$ cat src/rtl/rtc_bus_responder_if.sv
// Multiplexed address/data RTC bus: strobes, phase select and split AD lanes.
interface rtc_bus_responder_if;
    logic       cs_n;
    logic       rd_n;
    logic       wr_n;
    logic       a_d;
    logic [7:0] ad_in;
    logic [7:0] ad_out;
    logic       ad_oe;

    modport master (
        output cs_n, rd_n, wr_n, a_d, ad_in,
        input  ad_out, ad_oe
    );

    modport slave (
        input  cs_n, rd_n, wr_n, a_d, ad_in,
        output ad_out, ad_oe
    );
endinterface

$ cat src/rtl/rtc_bus_responder.sv
// RTC bus responder: synchronizes the multiplexed bus, decodes address/data
// phases and serves an 8-entry BCD time/date register file advanced by a 1 Hz tick.
module rtc_bus_responder #(
    parameter int unsigned SYNC_STAGES = 2,      // must be >= 2
    parameter logic [7:0]  RESET_HOUR  = 8'h00
) (
    input  logic                  clk,
    input  logic                  reset,
    rtc_bus_responder_if.slave    bus_io,
    input  logic                  tick_1hz,
    output logic                  err
);

    typedef enum logic [1:0] {StIdle, StAddr, StWdata, StRdata} state_e;

    // Idle bus: strobes high, address phase, AD zero.
    localparam logic [11:0] SyncRst = 12'hE00;

    logic [11:0] bus_in;
    logic [11:0] sync_q [SYNC_STAGES];
    logic [10:0] dly_q;

    logic       cs_s, rd_s, wr_s, a_d_s;
    logic       cs_d, wr_d, a_d_d;
    logic [7:0] ad_in_d;

    state_e     state_q, state_d;
    logic [7:0] addr_q, addr_d;
    logic [7:0] ad_out_q, ad_out_d;
    logic       ad_oe_q, ad_oe_d;
    logic       err_q, err_d;
    logic       tick_pending_q, tick_pending_d;
    logic [7:0] sec_q, sec_d;
    logic [7:0] min_q, min_d;
    logic [7:0] hour_q, hour_d;
    logic [7:0] day_q, day_d;
    logic [7:0] month_q, month_d;
    logic [7:0] year_q, year_d;
    logic       halt_q, halt_d;

    logic       wr_en;
    logic       wr_rise;
    logic       cs_rise;
    logic       ad_toggle;
    logic       addr_valid;
    logic       tick_req;
    logic [7:0] rd_val;

    assign bus_in = {bus_io.cs_n, bus_io.rd_n, bus_io.wr_n, bus_io.a_d, bus_io.ad_in};

    assign {cs_s, rd_s, wr_s, a_d_s} = sync_q[SYNC_STAGES-1][11:8];
    assign {cs_d, wr_d, a_d_d}       = dly_q[10:8];
    assign ad_in_d                   = dly_q[7:0];

    // Phase ends on wr rising while cs was still low a cycle earlier; cs may rise with wr.
    assign wr_rise    = wr_s & ~wr_d & ~cs_d;
    assign cs_rise    = cs_s & ~cs_d;
    assign ad_toggle  = a_d_s ^ a_d_d;
    assign addr_valid = (addr_q[7:3] == 5'd0);
    assign tick_req   = tick_1hz | tick_pending_q;

    assign bus_io.ad_out = ad_out_q;
    assign bus_io.ad_oe  = ad_oe_q;
    assign err           = err_q;

    // Increment with decimal carry out of the low nibble only; non-BCD input is not corrected.
    function automatic logic [7:0] bcd_inc(input logic [7:0] v);
        if (v[3:0] == 4'h9) begin
            return {v[7:4] + 4'h1, 4'h0};
        end
        return v + 8'h01;
    endfunction

    // Input synchronizer chain plus one delayed copy for edge detection.
    always_ff @(posedge clk or posedge reset) begin
        if (reset) begin
            for (int unsigned i = 0; i < SYNC_STAGES; i++) begin
                sync_q[i] <= SyncRst;
            end
            dly_q <= {3'b110, 8'h00};
        end else begin
            sync_q[0] <= bus_in;
            for (int unsigned i = 1; i < SYNC_STAGES; i++) begin
                sync_q[i] <= sync_q[i-1];
            end
            dly_q <= {cs_s, wr_s, a_d_s, sync_q[SYNC_STAGES-1][7:0]};
        end
    end

    // Register read mux; unmapped addresses read as zero.
    always_comb begin
        rd_val = 8'h00;
        case (addr_q)
            8'h00:   rd_val = sec_q;
            8'h01:   rd_val = min_q;
            8'h02:   rd_val = hour_q;
            8'h03:   rd_val = day_q;
            8'h04:   rd_val = month_q;
            8'h05:   rd_val = year_q;
            8'h06:   rd_val = {7'b0, halt_q};
            8'h07:   rd_val = {7'b0, err_q};
            default: rd_val = 8'h00;
        endcase
    end

    // Bus phase FSM: next state, address latch, read drive and error flag.
    always_comb begin
        state_d  = state_q;
        addr_d   = addr_q;
        ad_out_d = ad_out_q;
        ad_oe_d  = ad_oe_q;
        err_d    = err_q;
        wr_en    = 1'b0;
        case (state_q)
            StIdle: begin
                if (!cs_s && !wr_s) begin
                    state_d = a_d_s ? StWdata : StAddr;
                end else if (!cs_s && !rd_s && a_d_s) begin
                    // Snapshot here so data is held for the whole read phase.
                    state_d  = StRdata;
                    ad_out_d = rd_val;
                    ad_oe_d  = 1'b1;
                    if (!addr_valid) begin
                        err_d = 1'b1;
                    end
                end
            end
            StAddr: begin
                if (wr_rise) begin
                    addr_d  = ad_in_d;
                    state_d = StIdle;
                end else if (ad_toggle) begin
                    err_d   = 1'b1;
                    state_d = StIdle;
                end else if (cs_rise) begin
                    state_d = StIdle;
                end
            end
            StWdata: begin
                if (wr_rise) begin
                    wr_en   = 1'b1;
                    state_d = StIdle;
                    if (!addr_valid) begin
                        err_d = 1'b1;
                    end else if (addr_q == 8'h07 && ad_in_d[0]) begin
                        err_d = 1'b0;
                    end
                end else if (ad_toggle) begin
                    err_d   = 1'b1;
                    state_d = StIdle;
                end else if (cs_rise) begin
                    state_d = StIdle;
                end
            end
            StRdata: begin
                if (ad_toggle) begin
                    err_d   = 1'b1;
                    ad_oe_d = 1'b0;
                    state_d = StIdle;
                end else if (rd_s || cs_s) begin
                    ad_oe_d = 1'b0;
                    state_d = StIdle;
                end
            end
            default: begin
                state_d = StIdle;
                ad_oe_d = 1'b0;
            end
        endcase
    end

    // Register file update: bus writes win, a colliding tick is deferred one cycle.
    always_comb begin
        sec_d          = sec_q;
        min_d          = min_q;
        hour_d         = hour_q;
        day_d          = day_q;
        month_d        = month_q;
        year_d         = year_q;
        halt_d         = halt_q;
        tick_pending_d = 1'b0;
        if (wr_en) begin
            tick_pending_d = tick_req;
            if (addr_valid) begin
                case (addr_q[2:0])
                    3'd0: sec_d   = ad_in_d;
                    3'd1: min_d   = ad_in_d;
                    3'd2: hour_d  = ad_in_d;
                    3'd3: day_d   = ad_in_d;
                    3'd4: month_d = ad_in_d;
                    3'd5: year_d  = ad_in_d;
                    3'd6: halt_d  = ad_in_d[0];
                    3'd7: ;  // status clear handled with err
                    default: ;
                endcase
            end
        end else if (tick_req && !halt_q) begin
            if (sec_q == 8'h59) begin
                sec_d = 8'h00;
                if (min_q == 8'h59) begin
                    min_d  = 8'h00;
                    hour_d = (hour_q == 8'h23) ? 8'h00 : bcd_inc(hour_q);
                end else begin
                    min_d = bcd_inc(min_q);
                end
            end else begin
                sec_d = bcd_inc(sec_q);
            end
        end
    end

    // State and register file flops.
    always_ff @(posedge clk or posedge reset) begin
        if (reset) begin
            state_q        <= StIdle;
            addr_q         <= 8'h00;
            ad_out_q       <= 8'h00;
            ad_oe_q        <= 1'b0;
            err_q          <= 1'b0;
            tick_pending_q <= 1'b0;
            sec_q          <= 8'h00;
            min_q          <= 8'h00;
            hour_q         <= RESET_HOUR;
            day_q          <= 8'h01;
            month_q        <= 8'h01;
            year_q         <= 8'h00;
            halt_q         <= 1'b0;
        end else begin
            state_q        <= state_d;
            addr_q         <= addr_d;
            ad_out_q       <= ad_out_d;
            ad_oe_q        <= ad_oe_d;
            err_q          <= err_d;
            tick_pending_q <= tick_pending_d;
            sec_q          <= sec_d;
            min_q          <= min_d;
            hour_q         <= hour_d;
            day_q          <= day_d;
            month_q        <= month_d;
            year_q         <= year_d;
            halt_q         <= halt_d;
        end
    end

endmodule
$ cat src/flat_wrapper.sv
// flat-port wrapper written by rule: the top's interface ports become plain ports
module rtc_bus_responder_flat 
#(
    parameter int unsigned SYNC_STAGES = 2,                     
    parameter logic [7:0]  RESET_HOUR  = 8'h00
)
  (clk, reset, tick_1hz, err, bus_io_cs_n, bus_io_rd_n, bus_io_wr_n, bus_io_a_d, bus_io_ad_in, bus_io_ad_out, bus_io_ad_oe);
  rtc_bus_responder_if bus_io_i ();
  input  logic clk;
  input  logic reset;
  input  logic tick_1hz;
  output logic err;
  input wire logic [$bits(bus_io_i.cs_n)-1:0] bus_io_cs_n;
  input wire logic [$bits(bus_io_i.rd_n)-1:0] bus_io_rd_n;
  input wire logic [$bits(bus_io_i.wr_n)-1:0] bus_io_wr_n;
  input wire logic [$bits(bus_io_i.a_d)-1:0] bus_io_a_d;
  input wire logic [$bits(bus_io_i.ad_in)-1:0] bus_io_ad_in;
  output wire logic [$bits(bus_io_i.ad_out)-1:0] bus_io_ad_out;
  output wire logic [$bits(bus_io_i.ad_oe)-1:0] bus_io_ad_oe;
  assign bus_io_i.cs_n = bus_io_cs_n;
  assign bus_io_i.rd_n = bus_io_rd_n;
  assign bus_io_i.wr_n = bus_io_wr_n;
  assign bus_io_i.a_d = bus_io_a_d;
  assign bus_io_i.ad_in = bus_io_ad_in;
  assign bus_io_ad_out = bus_io_i.ad_out;
  assign bus_io_ad_oe = bus_io_i.ad_oe;
  rtc_bus_responder #(.SYNC_STAGES(SYNC_STAGES), .RESET_HOUR(RESET_HOUR)) u_core (.clk(clk), .reset(reset), .bus_io(bus_io_i), .tick_1hz(tick_1hz), .err(err));
endmodule
$ cat config.mk
export PLATFORM = sky130hd
export DESIGN_NAME = rtc_bus_responder_flat
export DESIGN_NICKNAME = d
export VERILOG_FILES = /design/src/rtl/rtc_bus_responder_if.sv /design/src/rtl/rtc_bus_responder.sv /design/src/flat_wrapper.sv
export SDC_FILE = /design/constraint.sdc
export NUM_CORES = 1
export LEC_CHECK = 0
export CAP_MARGIN = 20
export CORE_UTILIZATION = 60
export DETAILED_ROUTE_END_ITERATION = 7
export GPL_ROUTABILITY_DRIVEN = 0
export PLACE_DENSITY = 0.79
export SETUP_SLACK_MARGIN = 0.1
export SLEW_MARGIN = 0
export SYNTH_ARGS = -nofsm -noshare
export SYNTH_HDL_FRONTEND = slang
export SYNTH_SLANG_ARGS = --single-unit
$ cat constraint.sdc
create_clock -name clk -period 4.6 [get_ports clk]
set_input_delay 0.69 -clock clk [delete_from_list [all_inputs] [get_ports clk]]
set_output_delay 0.69 -clock clk [all_outputs]
set_load 0.05 [all_outputs]
==> results of run 1 <==
==> layer usage <==
metal,global-route usage,part of all wire,wire (um)
met5,0,0,0
met4,0.118,0.032,355
met3,0.0647,0.052,582
met2,0.438,0.49,5490
met1,0.340,0.42,4720
==> power by group <==
part           internal (mW)  leakage, nW  switching (mW)  total (mW)
sequential              1.08         1.32           0.253        1.33
clock                  0.224        0.106           0.373       0.597
combinational          0.416         1.00           0.488       0.905
==> cells by family after synthesis <==
family                   after synthesis  share of synthesized area
multiplexers                          58                      0.140
AND/OR/NAND/NOR                      114                      0.123
buffers and inverters                 38                     0.0344
AO/OA/AOI/OAI                        106                      0.139
flip-flops                           105                      0.518
adder cells (fa/ha/maj)               17                     0.0417
XOR/XNOR                               2                    0.00344
==> critical path, cell delays in order (launching register included) <==
cell	delay [ps]
dfrtp_1	420
inv_1	120
ha_1	220
and4bb_2	750
nor3_4	140
a22oi_1	890
mux2_2	410
==> through the flow <==
stage	utilization	hold slack [ps]
global placement	0.656	331
global route	0.682	368
floorplan	-	331
detailed placement	0.656	335
finish	0.682	359
CTS	0.682	362
==> state kept, by name, indices dropped and copies added (netlist names) <==
register / flops
u_core.a_d_s: 1
u_core.addr_q: 8
u_core.bus_io.ad_oe: 1
u_core.bus_io.ad_out: 8
u_core.cs_s: 1
u_core.day_q: 8
u_core.dly_q: 11
u_core.err: 1
u_core.halt_q: 1
u_core.hour_q: 8
u_core.min_q: 8
u_core.month_q: 8
u_core.rd_s: 1
u_core.sec_q: 8
u_core.state_q: 2
u_core.sync_q: 21
u_core.tick_pending_q: 1
u_core.year_q: 8
==> area by class of cell <==
cell class,instances,area [sq um],area share
well taps,105,131,0.0234
clock inverters,7,91.3,0.0163
multi-input cells,297,2280,0.407
repair buffers,26,255,0.0455
inverters,22,85.1,0.0152
clock buffers,9,124,0.0221
flip-flops and latches,105,2640,0.471
==> placed cells by master, fill, tap and decap left out, types with 3 or more instances in the layout <==
cell and count:
a21boi_0 5, a21oi_1 14, a22oi_1 4, clkbuf_8 9
clkdlybuf4s50_1 24, clkinv_8 3, dfrtp_1 95, dfstp_2 10
ha_1 17, inv_1 21, inv_6 3, mux2_2 37
mux2i_1 14, mux4_2 7, nand2_1 34, nand2b_1 5
nand3_1 9, nand4_1 5, nor2_1 26, nor2b_1 5
nor3_1 6, o21ai_0 44, o22ai_1 3, o31a_1 6
o31a_2 4, o31ai_1 4
==> path summary, 6_finish.rpt <==
path | from | slack [ps] | end | depth (start not counted)
max | u_core.state_q[0] | 1530 | u_core.min_q[0] | 6
min | u_core.sync_q[12] | 360 | u_core.sync_q[0] | 0
max reg2reg | u_core.state_q[0] | 1530 | u_core.min_q[0] | 6
min reg2reg | u_core.sync_q[12] | 360 | u_core.sync_q[0] | 0
max in group asynchronous | reset | 3020 | u_core.month_q[0] | 3
min in group asynchronous | reset | 730 | u_core.sync_q[4] | 2
==> flow_metrics.env, run 1 <==
export IMPL_synth_async_reset_ratio=1.00
export IMPL_leakagePower_nw=2.43
export IMPL_max_freq_ghz=0.326
export IMPL_synthDominantCellAreaShare=0.467
export IMPL_die_area_sq_um=8860
export IMPL_relSlewSlack=0.277
export IMPL_drive_above_1_share=0.197
export IMPL_diodes=0
export IMPL_hold_viol=0
export IMPL_nFillCells=617
export IMPL_drtPass1Iterations=5
export IMPL_grt_pass1_wl_um=17600
export IMPL_cts_sinks=105
export IMPL_crit_arrival_ps=3350
export IMPL_synth_cells=440
export IMPL_grt_max_degree=54
export IMPL_clk_latency_ps=380
export IMPL_wirelength_um=11100
export IMPL_ctsResizeCount=0
export IMPL_cts_buffers=9
export IMPL_status="finished clean"
export IMPL_ios=25
export IMPL_crit_path_end_kind="flop"
export IMPL_drc=0
export IMPL_synthesis_nets=472
export IMPL_fin_ws_ps=1530
export IMPL_grt_pass1_vias=3479
export IMPL_worstMarginPinSlew_ps=1080
export IMPL_ant_nets=0
export IMPL_h_tree_depth=3
export IMPL_fp_dieW_um=94.2
export IMPL_final_instance_count_excl_fill=571
export IMPL_cts_root_buffer="clkbuf_8"
export IMPL_synth_area_leaders="dfrtp_1 (47%), mux2_2 (8.2%), dfstp_2 (5.2%)"
export IMPL_yosys_warnings=0
export IMPL_dp_hpwl_um=7570
export IMPL_ir_drop_mv=0.366
export IMPL_fp_row_count=33
export IMPL_final_nets=493
export IMPL_synth_ff_type="dfrtp_1"
export IMPL_synth_largest_area_cell="dfrtp_1"
export IMPL_clk_path_buf_depth=2
export IMPL_syn_area_sq_um=5090
export IMPL_vias_per_cell=6.41
export IMPL_ys_seq_area_frac=0.518
export IMPL_core_sq_um=8220
export IMPL_die_y_um=94.2
export IMPL_yosys_top_cells_count="dfrtp_1 (95), o21ai_0 (44), mux2_2 (37), nand2_1 (34), nor2_1 (26)"
export IMPL_synth_edf_count=0
export IMPL_via_count=3661
export IMPL_grt_overflow_total=0
export IMPL_tritoncts="built"
export IMPL_hp_class="reg2reg"
export IMPL_start_util=0.620
export IMPL_period_needed_ps=3070
export IMPL_crit_type="reg2reg"
export IMPL_slew_violations=0
export IMPL_finalSetupViolCount=0
export IMPL_dp_cells=555
export IMPL_start_kind="flop"
export IMPL_clk_pin_slew_worst_paths_ps=120
export IMPL_wire_per_inst_um=19.5
export IMPL_dpl_cell_area_sq_um=5390
export IMPL_finalInstanceArea_sq_um=5610
export IMPL_cp_required_ps=4880
export IMPL_finalCritPeriodShare=0.667
export IMPL_syn_area_per_cell_sq_um=11.6
export IMPL_power_total_mw=2.83
export IMPL_power_density_nw_per_um2=505
export IMPL_tns_ps=0
export IMPL_cts_setup_buffers=0
export IMPL_cap_violations=0
export IMPL_skew_ps=11.9
export IMPL_dpl_worst_slack_ps=1600
export IMPL_path_max_fanout=35
export IMPL_synth_cell_type_count=66
export IMPL_placement_io_buffers=24
export IMPL_hold_buffers=0
export IMPL_syn_to_final_growth_pct=10.0
export IMPL_grt_total_usage=0.269
export IMPL_yosysMostFrequentCell="dfrtp_1"
export IMPL_drt_iter0_drc=238
export IMPL_synth_seq_cells=105
export IMPL_antenna_found_initial=0
export IMPL_rsz0062_at_grt="no"
Note: power is estimated with default switching activity, not from simulation.
==> run 2, diff against run 1 <==
==> constraint.sdc (replaced) <==
create_clock -name clk -period 3.2 [get_ports clk]
set_input_delay 0.48 -clock clk [delete_from_list [all_inputs] [get_ports clk]]
set_output_delay 0.48 -clock clk [all_outputs]
set_load 0.05 [all_outputs]
==> run 2 against run 1 <==
Net effect:
- combinational power up 46%
- clock-buffer cell count stayed put
- core utilization grew 0.59 points
- first-iteration DRC count is 3.4% higher
- worst setup slack got worse by 990 ps
- register-to-register slack lost 990 ps
- total power up 44%
- routed wire length shrank 1.1%
- final area increased by 0.87%
- sequential power up 42%
- clock power increased by 45%
- global-route usage hardly changed
- critical path type unchanged
- critical endpoint is now u_core.sec_q[3]
==> flow_metrics.env, run 2 (synthesized netlist as in run 1, its figures left out) <==
export IMPL_relSlewSlack=0.391
export IMPL_p_sw_mw=1.59
export IMPL_grt_max_degree=43
export IMPL_crit_arrival_ps=2960
export IMPL_hp_class="reg2reg"
export IMPL_wire_per_inst_um=19.2
export IMPL_worstMarginPinSlew_ps=909
export IMPL_worst_path_most_repeated_cell="o21ai_0"
export IMPL_p_comb_frac=0.325
export IMPL_pwr_share_clk=0.212
export IMPL_cts_root_buffer="clkbuf_8"
export IMPL_diodes=0
export IMPL_ios=25
export IMPL_top_usage_layer="met2"
export IMPL_switching_share=0.390
export IMPL_wirelength_um=11000
export IMPL_nFillCells=586
export IMPL_die_y_um=94.2
export IMPL_drive_above_1_share=0.204
export IMPL_via_count=3653
export IMPL_grt_pass1_vias=3551
export IMPL_clk_path_buf_depth=2
export IMPL_start_kind="flop"
export IMPL_grt_overflow_total=0
export IMPL_dp_hpwl_um=7880
export IMPL_clk_pin_slew_worst_paths_ps=120
export IMPL_critPathMaxStageDelay_ps=700
export IMPL_final_nets=497
export IMPL_fp_row_count=33
export IMPL_startpoint="u_core.state_q[0]"
export IMPL_drt_iter0_drc=246
export IMPL_ir_drop_mv=0.552
export IMPL_crit_family="compound AO/OA/AOI/OAI gates"
export IMPL_finalCritPeriodShare=0.830
export IMPL_grt_pass1_wl_um=17800
export IMPL_period_needed_ps=2660
export IMPL_p_int_mw=2.49
export IMPL_finalSetupViolCount=0
export IMPL_crit_path_end_kind="flop"
export IMPL_crit_type="reg2reg"
export IMPL_r2r_start="u_core.state_q[0]"
export IMPL_hold_viol=0
export IMPL_final_common_cell="dfrtp_1"
export IMPL_antenna_found_initial=0
export IMPL_finalInstanceArea_sq_um=5660
export IMPL_h_tree_depth=3
export IMPL_met3_usage=0.0574
export IMPL_die_area_sq_um=8860
export IMPL_core_sq_um=8220
export IMPL_leakagePower_nw=2.45
export IMPL_grt_use_met2=0.429
export IMPL_cts_sinks=105
export IMPL_fp_dieW_um=94.2
export IMPL_critPathSlowestCell="a31oi_1"
export IMPL_worstHoldStart="u_core.sync_q[16]"
export IMPL_ant_nets=0
export IMPL_cts_setup_buffers=0
export IMPL_rsz0062_at_grt="no"
export IMPL_cts_buffers=9
export IMPL_start_util=0.620
export IMPL_status="finished clean"
export IMPL_max_freq_ghz=0.376
export IMPL_grt_total_usage=0.269
export IMPL_placement_io_buffers=24
export IMPL_p_seq_frac=0.464
export IMPL_top_register="u_core.sync_q"
export IMPL_ctsResizeCount=0
export IMPL_dpl_cell_area_sq_um=5440
export IMPL_slew_violations=0
export IMPL_cp_required_ps=3500
export IMPL_whs_ps=361
export IMPL_power_total_mw=4.08
export IMPL_crit_chain="inv_1, ha_1, and4bb_2, nor3_4, a31oi_1, o21ai_0, o21ai_0"
export IMPL_vias_per_cell=6.35
export IMPL_final_cell_mix="dfrtp_1 (95), o21ai_0 (44), mux2_2 (37), nand2_1 (34), nor2_1 (26)"
export IMPL_crit_buf_inv=1
export IMPL_syn_to_final_growth_pct=11.0
export IMPL_tritoncts="built"
export IMPL_reg_top3="u_core.sync_q (21), u_core.dly_q (11)"
export IMPL_drtPass1Iterations=5
export IMPL_use_met1=0.357
export IMPL_drc=0
export IMPL_cap_violations=0
export IMPL_hold_buffers=0
export IMPL_clk_latency_ps=380
export IMPL_largest_reg_flops=21
export IMPL_tns_ps=0
export IMPL_skew_ps=11.1
export IMPL_power_density_nw_per_um2=721
export IMPL_path_max_fanout=25
run 2: cell count changes in the layout (fill, tap and decap cells not counted):
cell	change
buf_4	+3
inv_6	-2
inv_8	+2
buf_12	+1
clkinv_8	-1
clkinvlp_4	+1
inv_12	+1
inv_4	-1
run 2: power by group through the flow:
stage	registers [mW]	clock network (mW)	logic, mW
after global routing	1.92	0.934	1.45
final	1.89	0.864	1.32
after global placement	1.89	0	1.28
after detailed placement	1.91	0	1.31
after floorplan	1.89	0	0.945
after CTS	1.88	0.879	1.32
run 2: stage by stage:
stage           util  setup slack, ps  instances
6_report       0.688              543        575
2_1_floorplan      -             1200        440
5_1_grt        0.688              319        575
3_5_place_dp   0.661              571        559
4_1_cts        0.688              565        575
3_3_place_gp   0.661              814        559
run 2: area by class of cell:
type	instances	area, sq um	share of cell area
Clock buffer	9	124	0.0219
Clock inverter	7	96.3	0.0170
Inverter	22	86.3	0.0153
Multi-Input combinational cell	297	2280	0.403
Sequential cell	105	2640	0.467
Tap cell	105	131	0.0232
Timing Repair Buffer	30	298	0.0527
run 2: per-layer routing:
metal / part of all wire / wire length [um]
met5: 0 / 0
met4: 0.028 / 310
met3: 0.060 / 659
met2: 0.49 / 5440
met1: 0.42 / 4620
run 2: worst paths after layout:
path	end	slack, ps	cells after the start
min reg2reg	u_core.sync_q[4]	360	0
min in group asynchronous	u_core.sync_q[4]	530	2
max	u_core.sec_q[3]	540	7
min	u_core.sync_q[4]	360	0
max in group asynchronous	u_core.month_q[0]	1850	3
max reg2reg	u_core.sec_q[3]	540	7
